--- src/rtl/mac_seq_pkg.sv ---
// Shared widths and state encoding for the sequential multiply-accumulate block.
package mac_seq_pkg;

  localparam int unsigned A_W       = 16;
  localparam int unsigned B_W       = 16;
  localparam int unsigned MAX_TERMS = 8;
  localparam int unsigned ACC_W     = A_W + B_W + $clog2(MAX_TERMS);

  typedef enum logic [1:0] {
    IDLE  = 2'd0,
    ACCUM = 2'd1,
    DRAIN = 2'd2,
    DONE  = 2'd3
  } state_e;

endpackage

--- src/rtl/mac_seq_mult.sv ---
// Registered unsigned multiplier: captures a*b on an enabled edge, otherwise zero.
module mac_seq_mult #(
  parameter int unsigned A_W = mac_seq_pkg::A_W,
  parameter int unsigned B_W = mac_seq_pkg::B_W
) (
  input  logic               clk,
  input  logic               reset,
  input  logic               clr,
  input  logic               enable,
  input  logic [A_W-1:0]     a,
  input  logic [B_W-1:0]     b,
  output logic [A_W+B_W-1:0] p
);

  localparam int unsigned P_W = A_W + B_W;

  logic [P_W-1:0] p_d;
  logic [P_W-1:0] p_q;

  // A zero product on idle edges lets the accumulator add unconditionally.
  always_comb begin
    p_d = '0;
    if (!clr && enable) begin
      p_d = P_W'(a) * P_W'(b);
    end
  end

  always_ff @(posedge clk or posedge reset) begin
    if (reset) begin
      p_q <= '0;
    end else begin
      p_q <= p_d;
    end
  end

  assign p = p_q;

endmodule

--- src/rtl/mac_seq.sv ---
// Sequential dot-product engine: accepts (a,b) beats, accumulates a*b, and
// presents sum/count/truncation until the result is consumed.
module mac_seq #(
  parameter int unsigned A_W       = mac_seq_pkg::A_W,
  parameter int unsigned B_W       = mac_seq_pkg::B_W,
  parameter int unsigned MAX_TERMS = mac_seq_pkg::MAX_TERMS,
  parameter int unsigned ACC_W     = mac_seq_pkg::ACC_W
) (
  input  logic                         clk,
  input  logic                         reset,
  input  logic                         clr,
  input  logic                         s_valid,
  output logic                         s_ready,
  input  logic [A_W-1:0]               s_a,
  input  logic [B_W-1:0]               s_b,
  input  logic                         s_last,
  output logic                         m_valid,
  input  logic                         m_ready,
  output logic [ACC_W-1:0]             m_sum,
  output logic [$clog2(MAX_TERMS):0]   m_count,
  output logic                         m_trunc
);

  import mac_seq_pkg::state_e;
  import mac_seq_pkg::IDLE;
  import mac_seq_pkg::ACCUM;
  import mac_seq_pkg::DRAIN;
  import mac_seq_pkg::DONE;

  localparam int unsigned CNT_W = $clog2(MAX_TERMS) + 1;
  localparam int unsigned P_W   = A_W + B_W;

  state_e             state_q,   state_d;
  logic               s_ready_q, s_ready_d;
  logic               m_valid_q, m_valid_d;
  logic [ACC_W-1:0]   acc_q,     acc_d;
  logic [CNT_W-1:0]   count_q,   count_d;
  logic               trunc_q,   trunc_d;

  logic               accept;
  logic [CNT_W-1:0]   beat_cnt;
  logic               at_limit;
  logic [P_W-1:0]     prod;

  assign accept   = s_valid && s_ready_q;
  assign beat_cnt = count_q + CNT_W'(1);
  assign at_limit = (beat_cnt == CNT_W'(MAX_TERMS));

  mac_seq_mult #(
    .A_W (A_W),
    .B_W (B_W)
  ) u_mult (
    .clk    (clk),
    .reset  (reset),
    .clr    (clr),
    .enable (accept),
    .a      (s_a),
    .b      (s_b),
    .p      (prod)
  );

  // Next state; the product lands in the accumulator one edge after acceptance.
  always_comb begin
    state_d = state_q;
    count_d = count_q;
    trunc_d = trunc_q;
    acc_d   = acc_q + ACC_W'(prod);

    unique case (state_q)
      IDLE, ACCUM: begin
        if (accept) begin
          count_d = beat_cnt;
          if (s_last || at_limit) begin
            state_d = DRAIN;
            trunc_d = at_limit && !s_last;
          end else begin
            state_d = ACCUM;
          end
        end
      end
      DRAIN: begin
        state_d = DONE;
      end
      DONE: begin
        acc_d = acc_q;
        if (m_ready) begin
          state_d = IDLE;
          acc_d   = '0;
          count_d = '0;
          trunc_d = 1'b0;
        end
      end
      default: begin
        state_d = IDLE;
      end
    endcase

    if (clr) begin
      state_d = IDLE;
      acc_d   = '0;
      count_d = '0;
      trunc_d = 1'b0;
    end

    s_ready_d = (state_d == IDLE) || (state_d == ACCUM);
    m_valid_d = (state_d == DONE);
  end

  always_ff @(posedge clk or posedge reset) begin
    if (reset) begin
      state_q   <= IDLE;
      s_ready_q <= 1'b1;
      m_valid_q <= 1'b0;
      acc_q     <= '0;
      count_q   <= '0;
      trunc_q   <= 1'b0;
    end else begin
      state_q   <= state_d;
      s_ready_q <= s_ready_d;
      m_valid_q <= m_valid_d;
      acc_q     <= acc_d;
      count_q   <= count_d;
      trunc_q   <= trunc_d;
    end
  end

  assign s_ready = s_ready_q;
  assign m_valid = m_valid_q;
  assign m_sum   = acc_q;
  assign m_count = count_q;
  assign m_trunc = trunc_q;

endmodule

--- config.mk ---
export PLATFORM = sky130hd
export DESIGN_NAME = mac_seq
export DESIGN_NICKNAME = d
export VERILOG_FILES = /design/src/rtl/mac_seq_pkg.sv /design/src/rtl/mac_seq_mult.sv /design/src/rtl/mac_seq.sv
export SDC_FILE = /design/constraint.sdc
export NUM_CORES = 1
export LEC_CHECK = 0
export CAP_MARGIN = 20
export CORE_MARGIN = 2
export CORE_UTILIZATION = 31
export DETAILED_ROUTE_END_ITERATION = 8
export PLACE_DENSITY = 0.52
export SETUP_SLACK_MARGIN = 0.5
export SYNTH_ARGS = -nofsm -noshare
export SYNTH_HDL_FRONTEND = slang
export SYNTH_HIERARCHICAL = 1
export SYNTH_SLANG_ARGS = --single-unit
--- constraint.sdc ---
create_clock -name clk -period 4.4 [get_ports clk]
set_input_delay 0.66 -clock clk [delete_from_list [all_inputs] [get_ports clk]]
set_output_delay 0.66 -clock clk [all_outputs]
set_load 0.01 [all_outputs]
Word level (Yosys, flattened, before mapping)
Index checks and enable logic that the tools add are counted.

operators by class
  $add $sub $neg = 2
  multiply operators = 1
  eq/ne operators = 9
  mux-type cells = 18
  reductions and logical operators = 13

operators with widths
  operator                                                count
  2-to-1 mux 35 bit                                       3
  adder 35 x 32 -> 35 bit                                 1
  multiplier 16 x 16 -> 32 bit                            1
  2-to-1 mux 32 bit                                       1
  2-to-1 mux 4 bit                                        3
  2-to-1 mux 2 bit                                        4
  one-hot mux 4 bit (2 select lines)                      1
  equality test 2 bit (second input constant)             3
  inequality test 3 bit (second input constant)           2
  one-hot mux 2 bit (3 select lines)                      1
  adder 4 x 1 -> 4 bit (second input constant)            1
  equality test 2 x 1 -> 1 bit (second input constant)    2
  equality test 4 bit (second input constant)             1
  zero test 2 bit                                         2
  2-to-1 mux 1 bit                                        4
  AND reduction 4 bit                                     1
  logical AND 1 bit                                       3
  inequality test 3 x 2 -> 1 bit (second input constant)  1
  AND reduction 3 bit                                     1
  nonzero test 3 bit                                      1
  zero test 1 bit                                         2
  logical OR 1 bit                                        2
  one-hot mux 1 bit (2 select lines)                      1
  OR reduction 2 bit                                      1

word-level totals
  register bits after elaboration = 76
  input bits = 38

Logic depth before layout (Yosys ltp)
  depth in word-level cells = 9
  depth in mapped cells = 21

Cells and area by module
The synthesis kept the hierarchy.

by module, submodules not included
  module        times used  cells each  area each (um^2)  sequential area each (um^2)
  mac_seq_mult  1           1106        9744.3            800.8
  mac_seq       1           444         3592.2            1102.3

Worst setup path after synthesis
Ideal clock, no wire load.

  kind = input to register
  from = input port s_b[1]
  to = register u_mult.p_q[27], in the netlist u_mult/p[27]
  arrival = 5.919 ns
  setup slack = -1.651 ns
  cell stages on the path = 18
  buffers on the path = 1
  path through = clkbuf_1 > nand2_1 > fa_1 > fa_1 > fa_1 > inv_1 > fa_1 > fa_1 > inv_1 > fa_1 > inv_1 > ha_1 > nand2_2 > or4_1 > a21o_4 > a2111oi_4 > o21ai_0 > nor3b_2

on the way
  longest elaborated chain between the ends = 2

RTL lines
  what                          line                source
  start, declared               mac_seq.sv:15       input logic [B_W-1:0] s_b,
  multiplier 16 x 16 -> 32 bit  mac_seq_mult.sv:24  p_d = P_W'(a) * P_W'(b);
  2-to-1 mux 32 bit             mac_seq_mult.sv:23  if (!clr && enable) begin
  named net u_mult.p_d[27]      mac_seq_mult.sv:17  logic [P_W-1:0] p_d;
  end signal, assigned          mac_seq_mult.sv:32  p_q <= p_d;
  end, declared                 mac_seq_mult.sv:18  logic [P_W-1:0] p_q;

The timed path passes the listed nets, and every way through them passes these cells.
A chain may end at the register's enable or synchronous reset.

Final worst setup path
  from = input port s_a[8]
  to = register u_mult.p_q[31], in the netlist u_mult/p[31]

on the way
  longest elaborated chain between the ends = 2

RTL lines
  what                          line                source
  start, declared               mac_seq.sv:14       input logic [A_W-1:0] s_a,
  multiplier 16 x 16 -> 32 bit  mac_seq_mult.sv:24
  2-to-1 mux 32 bit             mac_seq_mult.sv:23
  named net u_mult.p_d[31]      mac_seq_mult.sv:17

The timed path passes the listed nets, and every way through them passes these cells.

==> flow_summary_export.csv <==
group,metric,value,unit
run_status,status,"finished with violations",
run_status,violations,"setup timing",
clock_network,h-tree-depth,3,
route,drt_iter0_markers,460,
timing,setup_ws,-1.33,ns
clock_network,cts_max_path_buffers,2,
worst_setup_path,crit_required,4.62,ns
clock_network,hold_buffers,0,
synthesis,syn_inst,1550,
worst_setup_path,worst_ep_arrival_time,5.96,ns
route,wl_per_cell,15.7,um
global_routing,antenna_found_initial,0,
timing,rsz0062_at_grt,"yes",
synthesis,syn_avg_cell_area,8.60,sq um
floorplanning,die_area,0.0447,sq mm
timing,period_share,130,%
layout,fin_area,0.0180,sq mm
route,drc,0,
synthesis,ys.flop_type,"dfrtp_1",
route,vias,11318,
global_routing,overflow,0,
timing,slew_viol_final,0,
layout,antennaDiodeCount,0,
global_routing,grt_pass1_wl,60800,um
worst_setup_path,start_kind,"primary input",
layout,layout-drive-gt1-share,26.4,%
placed_design,gp_congestion,0.889,
min_path,hold_path.class,"register to register",
route,antenna_left,0,
floorplanning,initial_utilization,31.6,%
clock_network,cts_tree,"yes",
layout,area_delta_synth_final,34.8,%
route,drt_pre_antenna_iters,5,
worst_setup_path,path_class,"primary input to register",
synthesis,syn-cell-area,0.0133,sq mm
clock_network,clk_latency,0.35,ns
floorplanning,coreArea,0.0422,sq mm
timing,finClkSkew,0.00884,ns
clock_network,cts_sinks,76,
global_routing,grt_max_degree,45,
layout,num-nets-final,2180,
timing,max_slew_margin,53.8,%
route,drt_wl_total,36900,um
synthesis,ys_async_sr_fraction,100,%
synthesis,synth_edf_count,0,
floorplanning,rows,75,
timing,hold_viol,0,
global_routing,track_usage,16.8,%
floorplanning,die-height,211,um
timing,max_freq,174,MHz
worst_setup_path,cp_max_fo,7,
placed_design,place_area,0.0162,sq mm
synthesis,ys_ff_latch,76,
placed_design,hpwl,30200,um
timing,worstMarginPinSlew,0.693,ns
clock_network,cts_root_buf,"clkbuf_16",
route,drt-vias-per-instance,4.81,
placed_design,dp_slack,-2.11,ns
global_routing,grt_pass1_vias,11754,
worst_setup_path,rrSetupSlack,1.51,ns
timing,setup_viol,24,
worst_setup_path,crit_path_end_kind,"register",
flow_run,cap_viol_max_count,0,
placed_design,port_buffers,79,
clock_network,numCtsBuffers,9,
synthesis,yosysUniqueCellTypes,68,
timing,layout_min_cycle_time,5.73,ns
synthesis,synth_nets,1920,
floorplanning,io_pins,80,
synthesis,seq_area_frac_synth,14.3,%
synthesis,yosysWarnings,6,
clock_network,cts.clk_slew.worst_paths,0.06,ns
floorplanning,die_w,211,um
layout make-up:
cell class                      instances  area [sq um]
Clock buffer                           11           253
Clock inverter                          5          58.8
Multi-Input combinational cell       1165         11300
Timing Repair Buffer                  313          2910
Inverter                              245           920
Fill cell                            4161         24200
Tap cell                              539           674
Sequential cell                        76          1900
worst max-delay path, cell delays in order:
cell,delay (ns)
buf_6,0.09
buf_12,0.12
buf_4,0.13
and2_4,0.15
fa_1,0.54
inv_1,0.05
fa_2,0.53
fa_1,0.43
inv_2,0.08
fa_1,0.43
fa_1,0.49
inv_1,0.05
fa_1,0.47
inv_1,0.06
ha_4,0.28
nand2_4,0.04
or4_4,0.50
a21o_4,0.25
buf_6,0.13
a21oi_4,0.21
o221ai_2,0.12
mux2i_1,0.13
stage by stage:
stage	hold slack (ns)	util, %	std cells	setup TNS, ns
floorplan	0.512	-	1550	-20.72
global placement	0.511	38.3	2270	-42.21
detailed placement	0.520	38.3	2270	-42.91
CTS	0.535	41.2	2338	-24.26
global route	0.570	42.6	2354	-27.55
finish	0.532	42.6	2354	-24.03
final timing paths:
path | from | endpoint | cells after the start
worst max-delay path | s_a[8] | u_mult/p[31]$_DFF_PP0_ | 22
min in group asynchronous | reset | u_mult/p[0]$_DFF_PP0_ | 3
worst max register to register | m_sum[0]$_DFFE_PP0P_ | m_sum[32]$_DFFE_PP0P_ | 9
worst min-delay path | m_sum[3]$_DFFE_PP0P_ | m_sum[3]$_DFFE_PP0P_ | 2
max in group asynchronous | reset | m_sum[27]$_DFFE_PP0P_ | 3
worst min register to register | m_sum[3]$_DFFE_PP0P_ | m_sum[3]$_DFFE_PP0P_ | 2
per-layer routing:
| metal | up-vias | global-route usage [%] | part of all wire [%] |
|---|---|---|---|
| li1 | 5514 | - | - |
| met1 | 5558 | 24.0 | 48 |
| met2 | 220 | 28.0 | 47 |
| met3 | 26 | 1.23 | 3.3 |
| met4 | 0 | 3.23 | 1.0 |
| met5 | - | 0 | 0 |
cells in the mapped netlist, types with 3 or more instances:
cell type / n / share of area [%]
nand4_1: 18 / 0.84
a21o_1: 16 / 0.90
nor3_1: 30 / 1.1
and3_1: 8 / 0.38
o21bai_1: 12 / 0.68
o21ai_0: 61 / 2.3
ha_1: 137 / 13
a31oi_1: 11 / 0.52
a21oi_1: 71 / 2.7
nor2b_1: 6 / 0.28
a22o_1: 3 / 0.20
nand3_1: 11 / 0.41
a21boi_0: 7 / 0.39
inv_1: 245 / 6.9
nor2_1: 49 / 1.4
nand2b_1: 11 / 0.52
or2_2: 3 / 0.14
o31ai_1: 4 / 0.23
or3_1: 3 / 0.14
dfrtp_1: 75 / 14
or4_1: 3 / 0.17
a211oi_1: 8 / 0.45
a211o_1: 5 / 0.33
o21a_1: 12 / 0.68
xnor2_1: 18 / 1.2
mux2i_1: 5 / 0.38
clkbuf_1: 56 / 1.6
o221ai_1: 3 / 0.20
nand2_1: 247 / 7.0
and2_1: 122 / 5.7
o22ai_1: 6 / 0.28
fa_1: 195 / 29
o211ai_1: 6 / 0.34
buf_2: 7 / 0.26
o31a_1: 4 / 0.26
xor2_1: 20 / 1.3
nor3b_1: 3 / 0.17
o21ai_1: 10 / 0.38
placed cells by master (no fill, tap or decap), types with 19 or more instances in the layout:
cell / n
buf_6: 65
dfrtp_1: 75
ha_4: 23
buf_4: 160
o21ai_0: 47
and2_4: 20
xor2_1: 20
a21oi_1: 52
nor2_1: 44
nor3_1: 19
fa_1: 181
inv_1: 218
clkdlybuf4s50_1: 48
nand2_1: 222
inv_2: 26
and2_1: 102
ha_1: 112
cells by family (layout without fill, tap and decap cells):
logic type,count (synthesis),count (layout),share of synthesized area [%]
simple gates,522,522,18.8
buf+inv,309,574,8.76
flops,76,76,14.3
compound gates,267,267,13.1
xor+xnor,38,38,2.50
fa+ha+maj,332,332,42.1
mux,6,6,0.460
registers in the layout, summed over array words and instances, names as in the netlist:
signal / cells
m_sum: 35
u_mult/p: 32
m_count: 4
state_q: 2
m_trunc: 1
m_valid: 1
s_ready: 1
what timing repair did:
action	4_1_cts	5_1_grt
gates cloned	2	0
setup endpoints to repair	27	27
pin swaps	88	82
gates resized for setup	225	142
buffers inserted	50	16
Power is not shown: default switching activity piles up to over one toggle a cycle in this logic, so the estimate is an artifact.
